===== src/rtl/lif_tdm_scheduler.sv =====
// Time-multiplexed LIF neuron array: one shared update datapath swept round-robin
// over NUM_NEURONS membrane states, with spike ids queued in a small event FIFO.
module lif_tdm_scheduler #(
  parameter int unsigned NUM_NEURONS = 5,
  parameter int unsigned IDX_W       = 3,
  parameter int unsigned FIFO_DEPTH  = 4,
  parameter int unsigned REFRACT     = 2
) (
  input  logic             clk,
  input  logic             rst_n,
  input  logic             ena,
  input  logic [7:0]       cfg_threshold,
  input  logic [2:0]       cfg_leak_shift,
  output logic [IDX_W-1:0] cur_idx,
  input  logic [7:0]       cur_data,
  output logic             spk_valid,
  input  logic             spk_ready,
  output logic [IDX_W-1:0] spk_id,
  output logic             frame_done,
  output logic [7:0]       ovf_cnt,
  input  logic [IDX_W-1:0] state_rd_idx,
  output logic [7:0]       state_rd_data
);
  localparam int unsigned      PTR_W     = (FIFO_DEPTH > 1) ? $clog2(FIFO_DEPTH) : 1;
  localparam int unsigned      CNT_W     = PTR_W + 1;
  localparam logic [IDX_W-1:0] LAST_IDX  = IDX_W'(NUM_NEURONS - 1);
  localparam logic [IDX_W:0]   NUM_EXT   = (IDX_W+1)'(NUM_NEURONS);
  localparam logic [CNT_W-1:0] DEPTH_CNT = CNT_W'(FIFO_DEPTH);
  localparam logic [3:0]       REFR_INIT = 4'(REFRACT);

  typedef enum logic [1:0] {IDLE, FETCH, UPDATE} fsm_t;

  fsm_t             fsm;
  logic [7:0]       cur_q;
  logic [7:0]       mem_state [NUM_NEURONS];
  logic [3:0]       refr      [NUM_NEURONS];
  logic [IDX_W-1:0] fifo_mem  [FIFO_DEPTH];
  logic [PTR_W-1:0] rd_ptr;
  logic [PTR_W-1:0] wr_ptr;
  logic [CNT_W-1:0] count;

  logic [7:0]       st;
  logic [7:0]       leak;
  logic [7:0]       diff;
  logic [7:0]       nxt;
  logic [9:0]       sum;
  logic             refr_busy;
  logic             spike;
  logic             pop;
  logic             full;
  logic             push;
  logic             drop;
  logic [CNT_W-1:0] count_nxt;
  logic [PTR_W-1:0] head_ptr;

  // Shared LIF datapath plus FIFO push/pop arbitration for the current neuron.
  always_comb begin
    st        = mem_state[cur_idx];
    refr_busy = (refr[cur_idx] != 4'd0);
    leak      = st >> cfg_leak_shift;
    diff      = st - leak;
    sum       = {2'b00, diff} + {2'b00, cur_q};
    nxt       = (sum > 10'd255) ? 8'hFF : sum[7:0];
    spike     = (fsm == UPDATE) && !refr_busy && (nxt >= cfg_threshold);
    pop       = spk_valid && spk_ready;
    full      = (count == DEPTH_CNT);
    push      = spike && (!full || pop);
    drop      = spike && full && !pop;
    count_nxt = count + CNT_W'(push) - CNT_W'(pop);
    head_ptr  = rd_ptr + PTR_W'(pop);
  end

  always_comb begin
    state_rd_data = 8'd0;
    if ({1'b0, state_rd_idx} < NUM_EXT) state_rd_data = mem_state[state_rd_idx];
  end

  always_ff @(posedge clk or negedge rst_n) begin
    if (!rst_n) begin
      fsm        <= IDLE;
      cur_idx    <= '0;
      cur_q      <= '0;
      frame_done <= 1'b0;
      ovf_cnt    <= '0;
      spk_valid  <= 1'b0;
      spk_id     <= '0;
      rd_ptr     <= '0;
      wr_ptr     <= '0;
      count      <= '0;
      for (int unsigned i = 0; i < NUM_NEURONS; i++) begin
        mem_state[i] <= '0;
        refr[i]      <= '0;
      end
      for (int unsigned i = 0; i < FIFO_DEPTH; i++) fifo_mem[i] <= '0;
    end else begin
      frame_done <= 1'b0;
      case (fsm)
        IDLE: if (ena) fsm <= FETCH;
        FETCH: begin
          cur_q <= cur_data;
          fsm   <= UPDATE;
        end
        UPDATE: begin
          if (refr_busy) begin
            mem_state[cur_idx] <= 8'd0;
            refr[cur_idx]      <= refr[cur_idx] - 4'd1;
          end else if (spike) begin
            mem_state[cur_idx] <= 8'd0;
            refr[cur_idx]      <= REFR_INIT;
          end else begin
            mem_state[cur_idx] <= nxt;
          end
          frame_done <= (cur_idx == LAST_IDX);
          cur_idx    <= (cur_idx == LAST_IDX) ? '0 : cur_idx + IDX_W'(1);
          fsm        <= ena ? FETCH : IDLE;
        end
        default: fsm <= IDLE;
      endcase

      if (push) begin
        fifo_mem[wr_ptr] <= cur_idx;
        wr_ptr           <= wr_ptr + PTR_W'(1);
      end
      if (pop) rd_ptr <= head_ptr;
      count     <= count_nxt;
      spk_valid <= (count_nxt != '0);
      // Head is registered; a push into an empty (or draining-to-empty) FIFO becomes the new head.
      spk_id    <= (push && (wr_ptr == head_ptr)) ? cur_idx : fifo_mem[head_ptr];
      if (drop && (ovf_cnt != 8'hFF)) ovf_cnt <= ovf_cnt + 8'd1;
    end
  end
endmodule


===== config.mk =====
export PLATFORM = sky130hd
export DESIGN_NAME = lif_tdm_scheduler
export DESIGN_NICKNAME = d
export VERILOG_FILES = /design/src/rtl/lif_tdm_scheduler.sv
export SDC_FILE = /design/constraint.sdc
export NUM_CORES = 1
export LEC_CHECK = 0
export CORE_MARGIN = 4
export CORE_UTILIZATION = 30
export DETAILED_ROUTE_END_ITERATION = 16
export PLACE_DENSITY_LB_ADDON = 0.12
export SETUP_SLACK_MARGIN = 0.05
export SYNTH_ARGS = -nofsm -noshare
export SYNTH_HDL_FRONTEND = slang
export SYNTH_SLANG_ARGS = --single-unit

===== constraint.sdc =====
create_clock -name clk -period 11.6 [get_ports clk]
set_clock_uncertainty 0.2 [all_clocks]
set_input_delay 1.16 -clock clk [delete_from_list [all_inputs] [get_ports clk]]
set_output_delay 1.16 -clock clk [all_outputs]
set_load 0.02 [all_outputs]

# After elaboration in Yosys (flattened, before gate mapping)
# Cells that the tools add are included.
# totals
rom_bits	0
latchBits	0
ram_bits	0
input_bits	26
mem_count	0
register_bits	105
# classes
mux	33
n_bitwise	9
div	0
addsub	9
multipliers	0
shifts	1
n_eq_ne	7
order_cmp	9
n_reduce_logical	19
# ops
operator	n
$mux 40	2
$mux 8	7
$bmux 8 s3	2
$and 40x40->40	1
$bwmux 40	1
$mux 20	2
$not 40->40	1
$demux 8 s3	1
$bwmux 20	1
$and 15x15->15	1
$mux 3	5
$not 15->15	1
$bmux 4 s3	1
$bwmux 12	1
$demux 4 s3	1
$mux 4	3
$logic_and 1x1->1	10
$add 8x8->9	1
$gt 9x8->1 const B	1
$add 8x1->8 const B	1
$ge 4x4->1 const B	2
$ge 8x8->1	1
$ne 8x8->1 const B	1
$not 3->4	2
other kinds (31)	37

# Logic depth before layout (Yosys ltp)
# Gate-level depths: netlist of run 1.
# depth
word_depth	15
mapped_depth	37
ltp_nobuf	34

# Worst setup path before layout of run 1
# OpenSTA, ideal clock, no wires.
# synth_timing
path_type	input -> register
start	input cfg_leak_shift[0]
end	register spk_valid
path_stages	30
t_required_ns	11.269
path_slack_ns	4.428
arrival_ns	6.841
path_cell_list	buf_2 clkbuf_1 mux4_2 a21oi_1 ha_1 inv_1 fa_1 nand2_1 nand2_1 a21oi_1 o21bai_1 a21oi_1 xnor2_1 ha_1 or3_1 nor4_1 a211o_1 inv_1 ha_1 a211o_1 a31oi_1 o21ai_1 and3_1 and3_1 inv_1 ha_1 inv_1 ha_1 fa_1 or3_1
# synth_between
elab_chain_cells	11
# synth_lines
element	line_no	text
start, declared	13	input logic [2:0] cfg_leak_shift,
$shr 8x3->8 *	60	leak = st >> cfg_leak_shift;
$sub 8x8->8 *	61	diff = st - leak;
$add 8x8->9 *	62	sum = {2'b00, diff} + {2'b00, cur_q};
$gt 9x8->1	63	nxt = (sum > 10'd255) ? 8'hFF : sum[7:0];
$mux 8 *	63	
$ge 8x8->1 *	64	spike = (fsm == UPDATE) && !refr_busy && (nxt >= cfg_threshold);
$logic_and 1x1->1 *	64	
$logic_and 1x1->1 *	67	push = spike && (!full || pop);
$add 3x1->3 *	69	count_nxt = count + CNT_W'(push) - CNT_W'(pop);
$sub 3x1->3 *	69	
via count_nxt[1]	53	logic [CNT_W-1:0] count_nxt;
$reduce_bool 3->1 *	126	spk_valid <= (count_nxt != '0);
end signal, assigned	126	
end, declared	16	output logic spk_valid,
# Mark *: on every way through the listed nets, which the timed path passes. The rest lies on a longest branch.
# A chain may end at the register's enable or synchronous reset.

# Final worst setup path of run 1
# layout_timing
start	register cur_idx[1]
end	register spk_valid
# layout_between
elab_chain_cells	15
elab_cells_between_ends	21
cone_classes	add/sub: 4; order compare: 2; shift: 1; mux: 7; bitwise: 1; reduce/logical: 6
# layout_lines
element	line_no	text
start, declared	14	output logic [IDX_W-1:0] cur_idx,
start signal, assigned	114	cur_idx <= (cur_idx == LAST_IDX) ? '0 : cur_idx + IDX_W'(1);
$not 3->4 (not written as such) *	58, 59	
$bmux 8 s3	58	st = mem_state[cur_idx];
$mux 8 (not written as such) (2 in series)	58	
$shr 8x3->8	60	
$sub 8x8->8	61	
$add 8x8->9	62	
$gt 9x8->1	63	
$mux 8	63	
$ge 8x8->1	64	
$logic_and 1x1->1 *	64	
$logic_and 1x1->1 *	67	
$add 3x1->3 *	69	
$sub 3x1->3 *	69	
via count_nxt[2]	53	
$reduce_bool 3->1 *	126	
# Mark *: on every way through the listed nets, which the timed path passes. The rest lies on a longest branch. The select of a mux whose other input is x is not followed.

==> results of run 1 <==
==> cell usage after synthesis (10+ instances only) <==
cell	count	area (µm²)
nand2_1	35	131.4
nor3_1	12	60.06
clkbuf_1	13	48.80
inv_1	36	135.1
o21ai_0	19	95.09
xor2_1	14	122.6
o21ai_1	10	50.05
mux2i_1	25	250.2
ha_1	36	450.4
mux2_1	20	225.2
a21oi_1	19	95.09
o22ai_1	10	62.56
mux2_2	61	686.9
nor2_1	25	93.84
dfrtp_1	105	2628
==> critical path: cells and delay by family, from the launching register on <==
kind	cells	cell delay (ps)
multiplexers	1	500
XOR/XNOR	2	300
buffers and inverters	5	760
AND/OR/NAND/NOR	8	2790
flip-flops	1	540
AO/OA/AOI/OAI	10	1650
adder cells (fa/ha/maj)	6	1630
==> state kept, by name (all words and copies together), names as in the netlist <==
name	count
fsm	2
rd_ptr	2
ovf_cnt	8
spk_valid	1
cur_q	8
count	3
refr	20
frame_done	1
fifo_mem	12
mem_state	40
wr_ptr	2
spk_id	3
cur_idx	3
==> per-stage QoR <==
step	std cells	area, µm²	hold slack (ps)	util
after floorplan	614	6716	226.2	-
after detailed placement	918	7432	252.9	0.3395
final	934	7736	258.1	0.3534
after CTS	934	7736	263.0	0.3534
after global routing	934	7736	301.1	0.3534
after global placement	918	7432	241.9	0.3395
==> per-layer routing <==
layer | vias up | GRT usage | wire length, µm
met4 | 0 | 0.03318 | 143
met1 | 2335 | 0.2139 | 8581
met5 | - | 0 | 0
met2 | 79 | 0.2126 | 7374
met3 | 10 | 0.01886 | 584
li1 | 2309 | - | -
==> final cells by class <==
cell class,count,area share
inverters,37,0.01795
well taps,280,0.04529
flip-flops and latches,105,0.3396
multi-input cells,440,0.4880
repair buffers,56,0.06987
clock buffers,10,0.02960
clock inverters,6,0.009704
==> worst max path at each step <==
stage	start	slack, ps	cells after the start	end
floorplan	cfg_leak_shift[0]	4430	30	spk_valid
global placement	cfg_leak_shift[0]	3110	33	spk_valid
detailed placement	cfg_leak_shift[0]	2880	33	spk_valid
CTS	cur_idx[1]	3080	32	spk_valid
global route	cur_idx[1]	2500	32	spk_valid
finish	cur_idx[1]	3090	32	spk_valid
==> kinds of logic after synthesis <==
| logic type | share of synthesized area |
|---|---|
| mux | 0.2099 |
| buf+inv | 0.04676 |
| flops | 0.3912 |
| fa+ha+maj | 0.07601 |
| simple gates | 0.1151 |
| compound gates | 0.1323 |
| xor+xnor | 0.02869 |
==> summary.txt, run 1 <==
Outcome
  • Run status: finished, final reports clean

Critical path
  • Crit. End Element: flip-flop
  • FF-to-FF setup slack: roughly 3000 ps
  • Largest stage delay, worst path: 660 ps
  • Reg2reg start: cur_idx[1]
  • Most used cell, CP: ha_1
  • Crit Path Max Fanout: 22
  • Crit path launch type: flip-flop
  • Critical setup path kind: flip-flop to flip-flop
  • Critical Path RT: 11630 ps
  • CP max-delay cell: and3_1
  • Reg-to-reg endpoint: spk_valid
  • FF-to-FF path depth: 32
  • CP Data Arrival Time: about 8500 ps

Clock tree
  • Clock Tree Root: clkbuf_16
  • CTS buffer count: 9
  • Max clock buf depth: 2
  • Cts hold-fix bufs: 0
  • CTS tree: yes
  • Clock transition at the registers of the reported paths: around 70 ps
  • Clock Latency Late Sink: approximately 350 ps
  • Clock sinks: around 110
  • Setup Fix Bufs, Post-CTS: 0
  • Max H-tree Level: 3
  • Post-CTS Resized: 0

Yosys
  • Yosys cell types: 66
  • Syn Inst Count: 614
  • Mean post-synth cell area: approximately 11 µm²
  • YS warnings: 0
  • Synthesized net count: slightly below 700
  • Post-synth EDFFs: 0
  • Sequential area share after synthesis: 0.3912
  • Async S/R FF share, synth: 1.000
  • Synth Flop Type: dfrtp_1
  • Seq cells post-synth: roughly 110
  • Mapped Area: between 6000 and 7000 µm²

Place
  • Half-perimeter wire length after placement: between 10000 and 15000 µm
  • Global placement routability congestion: 0.7975
  • Dpl ws: roughly 2900 ps
  • Port Buffers: 49

Timing
  • Setup TNS: 0 ps
  • Slew HR: 0.3344
  • Final worst slack: roughly 3000 ps
  • Final Hold Viols: 0
  • Slew @ Worst Pin: between 900 and 1000 ps
  • Slew Viols, Final: 0
  • Post-route minimum period: ~8500 ps
  • Tcrit/Tclk final: 0.7335
  • Setup violators final: 0
  • Unrepaired setup endpoints after global routing: no
  • Fmax: around 120 MHz

Global routing
  • Gr ovfl total: 0
  • Global-route wire length before repair: 27590 µm
  • Pin count of the biggest net entering global routing: a little over 60
  • GRT Util Overall: 0.1408
  • Vias in the first global route: roughly 5000
  • Initial antenna violation count: 0

Job
  • Max Cap Viol: 0

Drt
  • TritonRoute pass-1 iters: 4
  • Routed wire per std cell: ~18 µm
  • WL final: roughly 17000 µm
  • Number of nets with antenna violations after routing: 0
  • DRT iter0 DRCs: between 300 and 400
  • Residual DRC: 0
  • Vias/cell: 5.067
  • Routed vias: around 4700

Worst hold path
  • Worst min-delay path startpoint: fsm[0]
  • Worst Hold Class: flip-flop to flip-flop
  • Hold Path End: fsm[0]
  • WHS Path Cells: 1

Final layout
  • Final net count: 714
  • Commonest cells after routing, fill and taps aside: dfrtp_1, mux2_2, clkdlybuf4s50_1
  • Sequential Area: 2628 µm²
  • Commonest non-fill, non-tap cell in the layout: dfrtp_1
  • Number of diodes: 0
  • Multi-input gate area: between 3000 and 4000 µm²
  • Fillers: around 2200
  • Layout cells sized above 1: 0.1835
  • Area added between synthesis and finish: 15.18%

Die
  • Die H: 157.6 µm
  • Starting density of the core: 0.3068
  • Core area: 21890 µm²
  • Row cnt: 54
  • Die area: 24850 µm²
  • Top-Level Pins: 50
  • Die X: roughly 160 µm
Power of run 1 is left out: the tool's default activity adds up to more than one toggle a clock period on the data nets, which glitch-free logic cannot reach.
==> run 2, diff against run 1 <==
- clock period: 11.6 -> 8.4 ns (I/O delays scaled with it)
==> run 2 against run 1 <==
Net effect: non-clock buffer count increased by 3; die area stayed put; final area increased by 0.61%; sequential share of layout area shrank 0.21 points; maximum frequency is 10% higher; clock-buffer cell count unchanged; sequential cell count is the same; register-to-register slack worse by 2400 ps; critical path depth unchanged; wire length increased by 2.8%; final cell count increased by 0.32%; critical path type unchanged; critical endpoint unchanged; highest routed layer unchanged.
==> summary.txt, run 2 (synthesis gave the netlist of run 1 again) <==
Worst hold path
  • Worst Hold Class: input port to asynchronous set/reset pin (was flip-flop to flip-flop)

Die
  • Die X: 157.6 µm (unchanged)
  • Die area: 24850 µm² (unchanged)
  • Die H: 157.6 µm (unchanged)
  • Top-Level Pins: 50 (unchanged)
  • Core area: 21890 µm² (unchanged)
  • Row cnt: 54 (unchanged)
  • Starting density of the core: 0.3068 (unchanged)

Job
  • Max Cap Viol: 0 (unchanged)

Drt
  • DRT iter0 DRCs: 328 (was 338)
  • Routed vias: 4817 (was 4733)
  • Number of nets with antenna violations after routing: 0 (unchanged)
  • WL final: 17150 µm (was 16680 µm)
  • Vias/cell: 5.141 (was 5.067)
  • Routed wire per std cell: 18.30 µm (was 17.86 µm)
  • TritonRoute pass-1 iters: 4 (unchanged)
  • Residual DRC: 0 (unchanged)

Timing
  • Post-route minimum period: 7733 ps (was 8508 ps)
  • Unrepaired setup endpoints after global routing: no (unchanged)
  • Tcrit/Tclk final: 0.9206 (was 0.7335)
  • Fmax: 129.3 MHz (was 117.5 MHz)
  • Min Hold Slack: 186.7 ps (was 258.1 ps)
  • Setup violators final: 0 (unchanged)
  • Slew Viols, Final: 0 (unchanged)
  • Final Hold Viols: 0 (unchanged)
  • Slew HR: 0.2627 (was 0.3344)
  • Setup TNS: 0 ps (unchanged)
  • Slew @ Worst Pin: 1106 ps (was 998.3 ps)

Global routing
  • Vias in the first global route: 4893 (was 4929)
  • Gr ovfl total: 0 (unchanged)
  • Initial antenna violation count: 0 (unchanged)
  • GRT Util Overall: 0.1413 (was 0.1408)
  • Pin count of the biggest net entering global routing: 83 (was 61)
  • Global-route wire length before repair: 27390 µm (was 27590 µm)

Place
  • Global placement routability congestion: 0.8030 (was 0.7975)
  • Port Buffers: 49 (unchanged)
  • Half-perimeter wire length after placement: 12330 µm (about the same)

Clock tree
  • Max clock buf depth: 2 (unchanged)
  • Setup Fix Bufs, Post-CTS: 0 (unchanged)
  • Clock Tree Root: clkbuf_16 (unchanged)
  • Clock sinks: 105 (unchanged)
  • CTS buffer count: 9 (unchanged)
  • Cts hold-fix bufs: 0 (unchanged)
  • CTS tree: yes (unchanged)
  • Clock Latency Late Sink: 360 ps (was 350 ps)
  • Clock transition at the registers of the reported paths: 90 ps (was 70 ps)
  • Max H-tree Level: 3 (unchanged)

Critical path
  • Critical Path RT: 8450 ps (was 11630 ps)
  • Reg-to-reg endpoint: spk_valid (unchanged)
  • Largest stage delay, worst path: 590 ps (was 660 ps)
  • Most used cell, CP: ha_1 (unchanged)
  • FF-to-FF setup slack: 670 ps (was 3090 ps)
  • FF-to-FF path depth: 32 (unchanged)
  • Reg2reg start: cur_idx[1] (unchanged)
  • Crit Path Max Fanout: 19 (was 22)
  • Crit path launch type: flip-flop (unchanged)
  • Critical setup path kind: flip-flop to flip-flop (unchanged)
  • CP Data Arrival Time: 7780 ps (was 8540 ps)
  • Crit. End Element: flip-flop (unchanged)
  • CP max-delay cell: dfrtp_1 (was and3_1)

Final layout
  • Commonest cells after routing, fill and taps aside: dfrtp_1, mux2_2, clkdlybuf4s50_1 (unchanged)
  • Biggest regs: mem_state: 40 flops, refr: 20 flops, fifo_mem: 12 flops (unchanged)
  • Max reg flops: 40 (unchanged)
  • Number of diodes: 0 (unchanged)
  • Reg with most FFs: mem_state (unchanged)
  • Commonest non-fill, non-tap cell in the layout: dfrtp_1 (unchanged)
  • Layout cells sized above 1: 0.1933 (was 0.1835)
  • Area added between synthesis and finish: 15.89% (was 15.18%)
  • Fillers: 2230 (unchanged)
  • Final net count: 717 (was 714)

Outcome
  • Run status: finished, final reports clean (unchanged)
-- run 2: final cells by class --
cell class	instances	area [µm²]	share of cell area
inverters	37	138.9	0.01784
well taps	280	350.3	0.04501
multi-input cells	440	3786	0.4864
clock buffers	10	239.0	0.03070
clock inverters	6	78.83	0.01013
repair buffers	59	563.0	0.07234
flip-flops and latches	105	2628	0.3376
-- run 2: stage by stage --
stage,area [µm²],utilization,setup WS [ps],std cells
after floorplan,6716,-,1420,614
after global placement,7460,0.3408,627.1,921
after detailed placement,7460,0.3408,362.3,921
after CTS,7777,0.3553,471.3,937
after global routing,7784,0.3556,114.5,937
final,7784,0.3556,666.9,937
-- run 2: worst max path at each step --
stage	slack, ps	from	to
after floorplan	1420	cur_idx[1]	spk_valid
after global placement	630	cfg_leak_shift[0]	spk_valid
after detailed placement	360	cfg_leak_shift[0]	spk_valid
after CTS	470	cur_idx[1]	spk_valid
after global routing	110	cur_idx[1]	spk_valid
final	670	cur_idx[1]	spk_valid
-- run 2: routing by layer --
layer / global-route usage / routed length, µm
met1: 0.2066 / 8692
met2: 0.2163 / 7662
met3: 0.02570 / 641
met5: 0 / 0
met4: 0.03605 / 153
-- run 2: what timing repair did --
| item | in CTS | in global routing |
|---|---|---|
| endpoints found under the setup margin | 0 | 1 |
| resized for setup | 0 | 2 |
| hold endpoints to repair | 0 | 0 |
-- run 2: worst max-delay path, delay by kind of cell (launching register included) --
| kind | cells | cell delay (ps) |
|---|---|---|
| DFF | 1 | 590 |
| adders and majority gates | 7 | 1910 |
| xor gates and xnor gates | 1 | 90 |
| buffers and inverters | 5 | 610 |
| and+or+nand+nor | 7 | 1670 |
| muxes | 2 | 720 |
| AOI/OAI and AO/OA | 10 | 1830 |
Power of run 2 is left out for the same reason.
==> run 3, diff against run 2 <==
- CTS_CLUSTER_SIZE: unset -> 10
==> results of run 3 <==
No change in the layout: final DEF, timing and power equal those of run 2.
Power of run 3 is left out for the same reason.
